$ cat src/rtl/uart_rx_oversample.sv
// UART byte receiver: 2-flop pin synchronizer, 16x oversampling, 3-sample majority vote, stop check.
// Latency: pin falling edge to rx_data_valid is about (9*16+10)*OSR_DIV+4 clocks (4162 at defaults).
// Backpressure: one-byte holding register; a good byte arriving while it is full and not draining is dropped with overrun.
module uart_rx_oversample #(
    parameter int CLK_FRE   = 50,
    parameter int BAUD_RATE = 115200
) (
    input  logic       clk,
    input  logic       rst,
    input  logic       rx_pin,
    output logic [7:0] rx_data,
    output logic       rx_data_valid,
    input  logic       rx_data_ready,
    output logic       frame_err,
    output logic       overrun,
    output logic       busy
);
    localparam int OSR_DIV = CLK_FRE * 1000000 / (BAUD_RATE * 16);
    localparam int TICK_W  = (OSR_DIV > 1) ? $clog2(OSR_DIV) : 1;
    localparam logic [TICK_W-1:0] TICK_LAST = TICK_W'(OSR_DIV - 1);

    typedef enum logic [1:0] {IDLE, START, DATA, STOP} state_t;

    state_t            state_q, state_d;
    logic              sync_q, rxs_q;
    logic [TICK_W-1:0] tick_cnt_q, tick_cnt_d;
    logic [3:0]        sub_q, sub_d;
    logic [2:0]        bit_q, bit_d;
    logic [7:0]        shift_q, shift_d;
    logic [1:0]        vote_q, vote_d;
    logic              rearm_q, rearm_d;
    logic [7:0]        rx_data_q, rx_data_d;
    logic              rx_data_valid_q, rx_data_valid_d;
    logic              frame_err_q, frame_err_d;
    logic              overrun_q, overrun_d;
    logic              tick, bit_val, take;

    always_comb begin
        tick    = (state_q != IDLE) && (tick_cnt_q == TICK_LAST);
        // Samples from sub-ticks 7 and 8 are held; the third vote is the live sample at sub-tick 9.
        bit_val = (vote_q[0] & vote_q[1]) | (vote_q[0] & rxs_q) | (vote_q[1] & rxs_q);
        take    = rx_data_valid_q && rx_data_ready;

        state_d         = state_q;
        sub_d           = sub_q;
        bit_d           = bit_q;
        shift_d         = shift_q;
        vote_d          = vote_q;
        rearm_d         = rearm_q;
        rx_data_d       = rx_data_q;
        rx_data_valid_d = rx_data_valid_q && !take;
        frame_err_d     = 1'b0;
        overrun_d       = 1'b0;

        if (state_q == IDLE || tick) begin
            tick_cnt_d = '0;
        end else begin
            tick_cnt_d = tick_cnt_q + 1'b1;
        end

        if (tick) begin
            sub_d = sub_q + 4'd1;
            if (sub_q == 4'd7) vote_d[0] = rxs_q;
            if (sub_q == 4'd8) vote_d[1] = rxs_q;
        end

        case (state_q)
            IDLE: begin
                sub_d = '0;
                bit_d = '0;
                if (rxs_q) begin
                    rearm_d = 1'b1;
                end else if (rearm_q) begin
                    state_d = START;
                end
            end
            START: begin
                if (tick && sub_q == 4'd9 && bit_val) begin
                    state_d = IDLE;
                end else if (tick && sub_q == 4'd15) begin
                    state_d = DATA;
                    bit_d   = '0;
                end
            end
            DATA: begin
                if (tick && sub_q == 4'd9) begin
                    shift_d[bit_q] = bit_val;
                end
                if (tick && sub_q == 4'd15) begin
                    bit_d = bit_q + 3'd1;
                    if (bit_q == 3'd7) state_d = STOP;
                end
            end
            STOP: begin
                // Leave mid stop bit so the next start edge is never missed.
                if (tick && sub_q == 4'd9) begin
                    state_d = IDLE;
                    if (bit_val) begin
                        if (!rx_data_valid_q || take) begin
                            rx_data_d       = shift_q;
                            rx_data_valid_d = 1'b1;
                        end else begin
                            overrun_d = 1'b1;
                        end
                    end else begin
                        frame_err_d = 1'b1;
                        rearm_d     = 1'b0;
                    end
                end
            end
            default: state_d = IDLE;
        endcase
    end

    always_ff @(posedge clk or posedge rst) begin
        if (rst) begin
            sync_q          <= 1'b1;
            rxs_q           <= 1'b1;
            state_q         <= IDLE;
            tick_cnt_q      <= '0;
            sub_q           <= '0;
            bit_q           <= '0;
            shift_q         <= '0;
            vote_q          <= '0;
            rearm_q         <= 1'b1;
            rx_data_q       <= '0;
            rx_data_valid_q <= 1'b0;
            frame_err_q     <= 1'b0;
            overrun_q       <= 1'b0;
        end else begin
            sync_q          <= rx_pin;
            rxs_q           <= sync_q;
            state_q         <= state_d;
            tick_cnt_q      <= tick_cnt_d;
            sub_q           <= sub_d;
            bit_q           <= bit_d;
            shift_q         <= shift_d;
            vote_q          <= vote_d;
            rearm_q         <= rearm_d;
            rx_data_q       <= rx_data_d;
            rx_data_valid_q <= rx_data_valid_d;
            frame_err_q     <= frame_err_d;
            overrun_q       <= overrun_d;
        end
    end

    assign rx_data       = rx_data_q;
    assign rx_data_valid = rx_data_valid_q;
    assign frame_err     = frame_err_q;
    assign overrun       = overrun_q;
    assign busy          = (state_q != IDLE);

endmodule

$ cat config.mk
export PLATFORM = sky130hd
export DESIGN_NAME = uart_rx_oversample
export DESIGN_NICKNAME = d
export VERILOG_FILES = /design/src/rtl/uart_rx_oversample.sv
export SDC_FILE = /design/constraint.sdc
export NUM_CORES = 1
export LEC_CHECK = 0
export CAP_MARGIN = 20
export CORE_MARGIN = 1.5
export CORE_UTILIZATION = 25
export CTS_CLUSTER_DIAMETER = 60
export DETAILED_ROUTE_END_ITERATION = 8
export PLACE_DENSITY_LB_ADDON = 0.1
export SYNTH_ARGS = -nofsm -noshare
export SYNTH_HDL_FRONTEND = slang
export SYNTH_SLANG_ARGS = --single-unit
$ cat constraint.sdc
create_clock -name clk -period 2.6 [get_ports clk]
set_input_delay 0.39 -clock clk [delete_from_list [all_inputs] [get_ports clk]]
set_output_delay 0.39 -clock clk [all_outputs]
set_load 0.02 [all_outputs]
After elaboration in Yosys (flattened, before gate mapping)

Cells that the tools add are included.

Reductions and logical operators: 23
Bitwise gates (word level): 5
Add/subtract/negate cells: 3
Eq/ne operators: 19
$lt $le $gt $ge: 2
Multiplexer cells: 33

Operators by type and width:

| cell                                                                  | number |
|---|---|
| 2-bit inequality test (second input constant)                         | 9 |
| 1-bit 2-to-1 mux                                                      | 15 |
| 2-bit 2-to-1 mux                                                      | 7 |
| 4-bit == test (second input constant)                                 | 3 |
| 4-bit AND reduction                                                   | 3 |
| 3-bit 2-to-1 mux                                                      | 3 |
| 3-bit case mux with 3 select lines                                    | 1 |
| 8-bit bitwise mux                                                     | 1 |
| 4-bit 2-to-1 mux                                                      | 2 |
| 2-bit case mux with 4 select lines                                    | 1 |
| 1-bit logical AND                                                     | 7 |
| 2-bit AND reduction                                                   | 3 |
| 6-bit AND reduction                                                   | 1 |
| 2-bit nonzero test                                                    | 3 |
| 5-bit by 1-bit adder with 5-bit output (second input constant)        | 1 |
| 5-bit == test (second input constant)                                 | 1 |
| 5-bit 2-to-1 mux                                                      | 1 |
| 4-bit by 1-bit adder with 4-bit output (second input constant)        | 1 |
| 2-bit == test (second input constant)                                 | 2 |
| 4-bit by 3-bit == test with 1-bit output (second input constant)      | 1 |
| 3-bit by 4-bit < comparator with 1-bit output (second input constant) | 1 |
| 3-bit by 1-bit adder with 3-bit output (second input constant)        | 1 |
| 1-bit AND                                                             | 3 |
| 1-bit demux with 3-bit select                                         | 1 |
| 10 further kinds                                                      | 13 |

Output and inout bits: 12
Input port bits: 4
Bits in registers: 38
Word-level logic and storage cells: 99

Logic depth before layout (Yosys ltp)

Gate-level depths: netlist (run 1).

Word-level depth: 7
Mapped depth: 7
Gate-level depth less buffers: 6

Worst setup path before layout (run 1)

No wires, ideal clock.

Kind: reg2reg
Start point: register tick_cnt_q[0]
End point: register shift_q[6]
Path buffers: 1
Required time: 2.475 ns
Clock period less this slack: 1.859 ns
Stages on the path, launching flop included: 8
Library setup time: 0.125 ns
Arrival time: 1.734 ns
Path slack: 0.741 ns
Cells stage by stage: dfrtp_1 inv_1 ha_1 and4b_1 buf_6 nand3_4 or3_1 mux2_4

Word-level cells in the longest chain between the ends: 4

Ends and longest elaborated chain:

| element                       | RTL line | RTL |
|---|---|---|
| start: declaration            | 26       | `logic [TICK_W-1:0] tick_cnt_q, tick_cnt_d;` |
| start signal: assignment      | 134      | `tick_cnt_q <= tick_cnt_d;` |
| 5-bit == test                 | 39       | `tick = (state_q != IDLE) && (tick_cnt_q == TICK_LAST);` |
| 1-bit logical AND             | 39       |  |
| 1-bit logical AND             | 86       | `if (tick && sub_q == 4'd9) begin` |
| 2-bit AND reduction (no line) | --       |  |
| end signal: assignment        | 137      | `shift_q <= shift_d;` |
| end: declaration              | 29       | `logic [7:0] shift_q, shift_d;` |

Every way passes these cells.
A chain may end at the register's enable or synchronous reset.

==> results_dict.tcl, run 1 <==
set metrics [dict create \
    p_per_area_nw_per_um2 703 \
    dp_slack_ns 0.418 \
    r2r_end "rx_data[1]" \
    vias_per_cell 4.38 \
    htreeDepth 2 \
    synth_area_um2 1760 \
    tns_ns 0 \
    min_period_ns 2.28 \
    start_util 0.260 \
    cts_buffer_depth 2 \
    post-cts-setup-buffers 0 \
    ff2ff_setup_slack_ns 0.45 \
    critical_path.endpoint "busy" \
    pwr-share-clk 0.405 \
    crit_path_end_kind "output port" \
    syn_avg_cell_area_um2 12.0 \
    cts.repair.resized 0 \
    ios 16 \
    relSlewSlack 0.695 \
    die_h_um 87.0 \
    root_buffer "clkbuf_8" \
    coreArea_um2 6790 \
    layout_commonest_cell "dfrtp_1" \
    ant_nets 0 \
    p_comb_frac 0.126 \
    maxSlewViolCount 0 \
    maxCapViolCount 0 \
    ys_seq_area_frac 0.541 \
    fillCellCount 679 \
    synth_top_area_frac 0.496 \
    rsz0062_at_grt "false" \
    wl_per_cell_um 12.3 \
    wl_um 3260 \
    power_mw 1.53 \
    ctsHoldBuffers 0 \
    place.gp.congestion 0.858 \
    grt_pass1_wl_um 5730 \
    die_x_um 87.0 \
    dr_total_vias 1161 \
    fmax_mhz 439 \
    syn2layout_area_growth_pct 23.3 \
    antenna_found_initial 0 \
    peakVddDrop_mv 0.316 \
    p_sw_mw 0.379 \
    switching_share 0.248 \
    dp_hpwl_um 2360 \
    grt_max_degree 23 \
    setup.worst_path.start_class "register" \
    fin_ws_ns 0.321 \
    fin_worst_skew_ns 0.00862 \
    final_util 0.320 \
    firstDrtPassIters 4 \
    r2r_cells 6 \
    worstPathArrival_ns 1.89 \
    cp_data_required_time_ns 2.21 \
    reg2reg_from "tick_cnt_q[0]" \
    tightest_slew_ns 0.457 \
    synthTopCellsByArea "dfrtp_1 50%, mux2_2 11%, ha_1 5.0%" \
    synth_nets 158 \
    fin_nets 179 \
    min_path_type "register to register" \
    final_layout_size_suffix_gt1_frac 0.225 \
    synth_warnings 0 \
    synth.distinct_cells 38 \
    cts_tree "yes" \
    yosysTopAreaCell "dfrtp_1" \
    mostFrequentLayoutCells "35 x dfrtp_1, 17 x mux2_2, 15 x clkdlybuf4s50_1" \
    clk_latency_ns 0.29 \
    grt-ovfl-total 0 \
    p_int_mw 1.15 \
    hold_violations 0 \
    outcome "finished clean" \
    clock-sinks 38 \
    worst-path-max-fanout 12 \
    post-route-period-util 0.877 \
    seqPwrFrac 0.469 \
    postSynthCellCount 147 \
    final-setup-viol-count 0 \
    grt_util_all_layers 0.0982 \
    cts_buffers 5 \
    ys_seq_elements 38 \
    numPortBuffers 15 \
    diodes 0 \
    cts.reportedPaths.clkPinSlew_ns 0.07 \
    core.rowCount 30 \
    crit_type "register to output port" \
    post-route-drc-count 0 \
    first_iter_violations 54 \
    grt_pass1_vias 1161 \
    p_leak_nw 0.982 \
    die_area_um2 7570 \
]
area by class of cell:
class	instances	area, um2	share of cell area
clock buffer	6	82.6	0.0380
clock inverter	2	60.1	0.0276
inverter	8	30.0	0.0138
multi-input combinational	97	756	0.347
sequential	38	955	0.439
tap	96	120	0.0552
timing repair buffer	18	173	0.0794
power by group through the flow:
| stage | Combinational [mW] | Sequential (mW) | Clock (mW) |
|---|---|---|---|
| after global placement | 0.194 | 0.728 | 0 |
| final | 0.193 | 0.717 | 0.619 |
| after CTS | 0.198 | 0.718 | 0.642 |
| after floorplan | 0.163 | 0.715 | 0 |
| after global routing | 0.233 | 0.728 | 0.669 |
| after detailed placement | 0.198 | 0.729 | 0 |
Yosys cell counts:
cell type,number
ha_1,7
nand3_1,4
xor2_1,3
o31ai_1,1
a32oi_1,1
buf_6,1
nand2_1,11
dfrtp_1,35
clkbuf_1,2
nor2_2,1
mux2_4,1
a32o_1,2
nor2b_1,2
nor2_1,11
inv_1,8
nand3_4,1
o21ai_0,4
xnor2_1,2
and3_1,2
and4b_1,2
or3_1,2
dfstp_2,3
nand2b_1,1
maj3_1,1
and3_2,1
nand4b_4,1
nand4b_1,1
nor4b_1,2
nor4_1,3
a22o_1,1
maj3_2,1
buf_2,1
a21oi_1,4
nand4_1,2
mux2_2,17
o22a_2,1
nor3b_1,1
nor3_1,3
critical path, cell delays in order (launching register included):
cell and delay [ns]:
dfrtp_1 0.51, nor2_1 0.38, inv_1 0.15, clkdlybuf4s50_1 0.57
state kept, by name, indices dropped and copies added, names as in the netlist, named ones only:
signal / flops
bit_q: 3
frame_err: 1
overrun: 1
rearm_q: 1
rx_data: 8
rx_data_valid: 1
rxs_q: 1
shift_q: 8
state_q: 1
sub_q: 4
sync_q: 1
tick_cnt_q: 5
vote_q: 2
per-stage QoR:
stage | std cells | area (um2) | hold slack (ns)
after detailed placement | 257 | 2030 | 0.348
after global routing | 265 | 2180 | 0.361
final | 265 | 2180 | 0.358
after global placement | 257 | 2030 | 0.346
after floorplan | 147 | 1760 | 0.345
after CTS | 265 | 2180 | 0.360
worst min path at each step:
stage / from / endpoint / slack (ns) / cells past startpoint
after floorplan: sync_q / rxs_q / 0.35 / 0
after global placement: sync_q / rxs_q / 0.35 / 0
after detailed placement: sync_q / rxs_q / 0.35 / 0
after CTS: sync_q / rxs_q / 0.36 / 0
after global routing: sync_q / rxs_q / 0.36 / 0
final: sync_q / rxs_q / 0.36 / 0
cell families after synthesis:
kind of cell	after synthesis	synth area share
buffers and inverters	12	0.0305
and+or+nand+nor	51	0.171
DFF	38	0.541
adders and majority gates	9	0.0617
muxes	18	0.117
AOI/OAI and AO/OA	14	0.0539
xor gates and xnor gates	5	0.0248
routing by layer:
metal | global-route usage | vias up | part of all wire
met4 | 0.0396 | 0 | 0.017
li1 | - | 560 | -
met5 | 0 | - | 0
met3 | 0.0313 | 7 | 0.027
met2 | 0.158 | 12 | 0.48
met1 | 0.122 | 582 | 0.48
No activity file was read; power rests on OpenSTA's default activity.
==> inputs of run 2 (changes only) <==
--- a/config.mk
+++ b/config.mk
@@ -5,9 +5,10 @@
 export SDC_FILE = /design/constraint.sdc
 export NUM_CORES = 1
 export LEC_CHECK = 0
+export ABC_AREA = 1
 export CAP_MARGIN = 20
 export CORE_MARGIN = 1.5
-export CORE_UTILIZATION = 25
+export CORE_UTILIZATION = 40
 export CTS_CLUSTER_DIAMETER = 60
 export DETAILED_ROUTE_END_ITERATION = 8
 export PLACE_DENSITY_LB_ADDON = 0.1
==> run 2 against run 1 <==
First-iteration DRC count grew 80%; clock power shrank 24%; register-to-register slack improved by 0.42 ns; synthesized cell count increased by 36%; design area down 0.46%; synthesized area is 4.5% higher; global-route usage up 4.8 points; sequential share of layout area rose by 0.20 points; hold slack gained 0.0034 ns; die area decreased by 34%; critical path type unchanged; largest power group unchanged.
==> results_dict.tcl, run 2 <==
set metrics [dict create \
    final_layout_size_suffix_gt1_frac 0.188 \
    fin_ws_ns 0.493 \
    rsz0062_at_grt "false" \
    ff2ff_setup_slack_ns 0.87 \
    cts_buffer_depth 2 \
    grt_pass1_wl_um 5780 \
    wl_per_cell_um 11.8 \
    cp_data_required_time_ns 2.21 \
    yosys.area_share.xor_xnor 0.00950 \
    cts_tree "yes" \
    met3_usage 0.0442 \
    grtUsageMet1 0.202 \
    seqPwrFrac 0.464 \
    busiest_layer "met2" \
    cts_buffers 5 \
    die_area_um2 5030 \
    async_reset_ff_frac 1.00 \
    clock-sinks 38 \
    start_util 0.421 \
    use_met2 0.217 \
    first_iter_violations 97 \
    fmax_mhz 475 \
    synth.distinct_cells 28 \
    place_inst 267 \
    core.rowCount 24 \
    synth_nets 211 \
    critical_path.endpoint "busy" \
    synth-simple-area-share 0.252 \
    grt_util_all_layers 0.146 \
    maxSlewViolCount 0 \
    coreArea_um2 4380 \
    post-route-period-util 0.810 \
    fin_cells 275 \
    mostFrequentLayoutCells "42 x nand2_1, 35 x dfrtp_1, 24 x inv_1" \
    pwr-share-clk 0.292 \
    numPortBuffers 15 \
    relSlewSlack 0.685 \
    crit_path_end_kind "output port" \
    synth_top_family_by_area "simple AND/OR/NAND/NOR gates" \
    dr_total_vias 1351 \
    ctsHoldBuffers 0 \
    layout_commonest_cell "nand2_1" \
    clk_latency_ns 0.29 \
    cts.repair.resized 0 \
    die_h_um 70.9 \
    vias_per_cell 4.91 \
    p_per_area_nw_per_um2 744 \
    syn_avg_cell_area_um2 9.22 \
    yosys-top-cells-count "42 x nand2_1, 35 x dfrtp_1, 24 x inv_1" \
    synth_ff_type "dfrtp_1" \
    post-cts-setup-buffers 0 \
    yosysTopAreaCell "dfrtp_1" \
    yosysMostFrequentCell "nand2_1" \
    r2r_cells 8 \
    min_from "sync_q" \
    maxCapViolCount 0 \
    p_sw_mw 0.549 \
    postSynthCellCount 200 \
    multiInputGateArea_um2 769 \
    r2r_end "rx_data[6]" \
    wl_um 3260 \
    tns_ns 0 \
    die_x_um 70.9 \
    grt_pass1_vias 1316 \
    synth_edf_count 0 \
    synth_area_um2 1840 \
    synthMuxAreaShare 0 \
    ys_seq_area_frac 0.518 \
    syn2layout_area_growth_pct 17.4 \
    yosys.area_share.adder 0.0475 \
    synth_compound_area_frac 0.109 \
    outcome "finished clean" \
    antenna_found_initial 0 \
    fin_nets 233 \
    tightest_slew_ns 0.472 \
    peakVddDrop_mv 0.374 \
    synth_warnings 0 \
    place.gp.congestion 0.877 \
    worst-path-max-fanout 6 \
    synthTopCellsByArea "dfrtp_1 47%, nand2_1 8.5%, inv_1 4.9%" \
    register_area_um2 955 \
    htreeDepth 2 \
    ant_nets 0 \
    post-route-drc-count 0 \
    grt-ovfl-total 0 \
    worstPathArrival_ns 1.72 \
    p_comb_frac 0.244 \
    dp_slack_ns 0.818 \
    p_int_mw 1.06 \
    min_path_type "register to register" \
    fin_worst_skew_ns 0.00916 \
    synth_top_area_frac 0.475 \
    min_period_ns 2.11 \
    root_buffer "clkbuf_8" \
    p_leak_nw 0.932 \
    switching_share 0.341 \
    fillCellCount 425 \
    setup.worst_path.start_class "register" \
    grt_max_degree 39 \
    final-setup-viol-count 0 \
    ios 16 \
    dp_hpwl_um 2370 \
    crit_type "register to output port" \
    diodes 0 \
    ys_seq_elements 38 \
    hold_violations 0 \
    cts.reportedPaths.clkPinSlew_ns 0.08 \
    firstDrtPassIters 4 \
    reg2reg_from "tick_cnt_q[0]" \
]
[run 2: cell count changes after synthesis, moves of 5 or more]
cell,change
nand2_1,+31
mux2_2,-17
inv_1,+16
nand3_1,+9
o21ai_2,+9
o21ai_1,+8
inv_2,+5
[run 2: logic make-up after synthesis]
kind of cell    count (synthesis)
simple gates                   92
xor+xnor                        2
buf+inv                        30
compound gates                 31
fa+ha+maj                       7
flops                          38
[run 2: worst min-delay path by stage]
stage	to	slack (ns)	depth (start not counted)
final	rxs_q	0.36	0
after global routing	rxs_q	0.37	0
after CTS	rxs_q	0.36	0
after detailed placement	rxs_q	0.35	0
after global placement	rxs_q	0.35	0
after floorplan	rxs_q	0.35	0
[run 2: layout make-up]
| cell class | instances | share of cell area |
|---|---|---|
| sequential | 38 | 0.441 |
| multi-input combinational | 132 | 0.355 |
| timing repair buffer | 16 | 0.0728 |
| clock buffer | 8 | 0.0508 |
| inverter | 29 | 0.0503 |
| tap | 52 | 0.0300 |
[run 2: critical path, cell delays in order, from the launching register on]
cell	delay [ns]
dfrtp_1	0.44
nor2_2	0.29
inv_2	0.13
clkdlybuf4s50_1	0.56
[run 2: stage by stage]
stage | util | total power [mW] | area (um2) | hold slack (ns)
3_5_place_dp | 0.469 | 1.15 | 2060 | 0.354
2_1_floorplan | - | 1.04 | 1840 | 0.345
6_report | 0.494 | 1.61 | 2170 | 0.361
3_3_place_gp | 0.469 | 1.13 | 2060 | 0.350
4_1_cts | 0.494 | 1.63 | 2170 | 0.365
5_1_grt | 0.494 | 1.72 | 2170 | 0.365
[run 2: power by group through the flow]
stage / Sequential, mW / Clock, mW / Combinational (mW)
6_report: 0.747 / 0.471 / 0.394
5_1_grt: 0.757 / 0.514 / 0.447
4_1_cts: 0.744 / 0.487 / 0.396
3_5_place_dp: 0.755 / 0 / 0.394
3_3_place_gp: 0.750 / 0 / 0.384
2_1_floorplan: 0.738 / 0 / 0.307
[run 2: routing by layer]
layer | up-vias | wire length (um)
li1 | 685 | -
met1 | 634 | 1570
met2 | 26 | 1460
met3 | 6 | 165
met4 | 0 | 57
met5 | - | 0
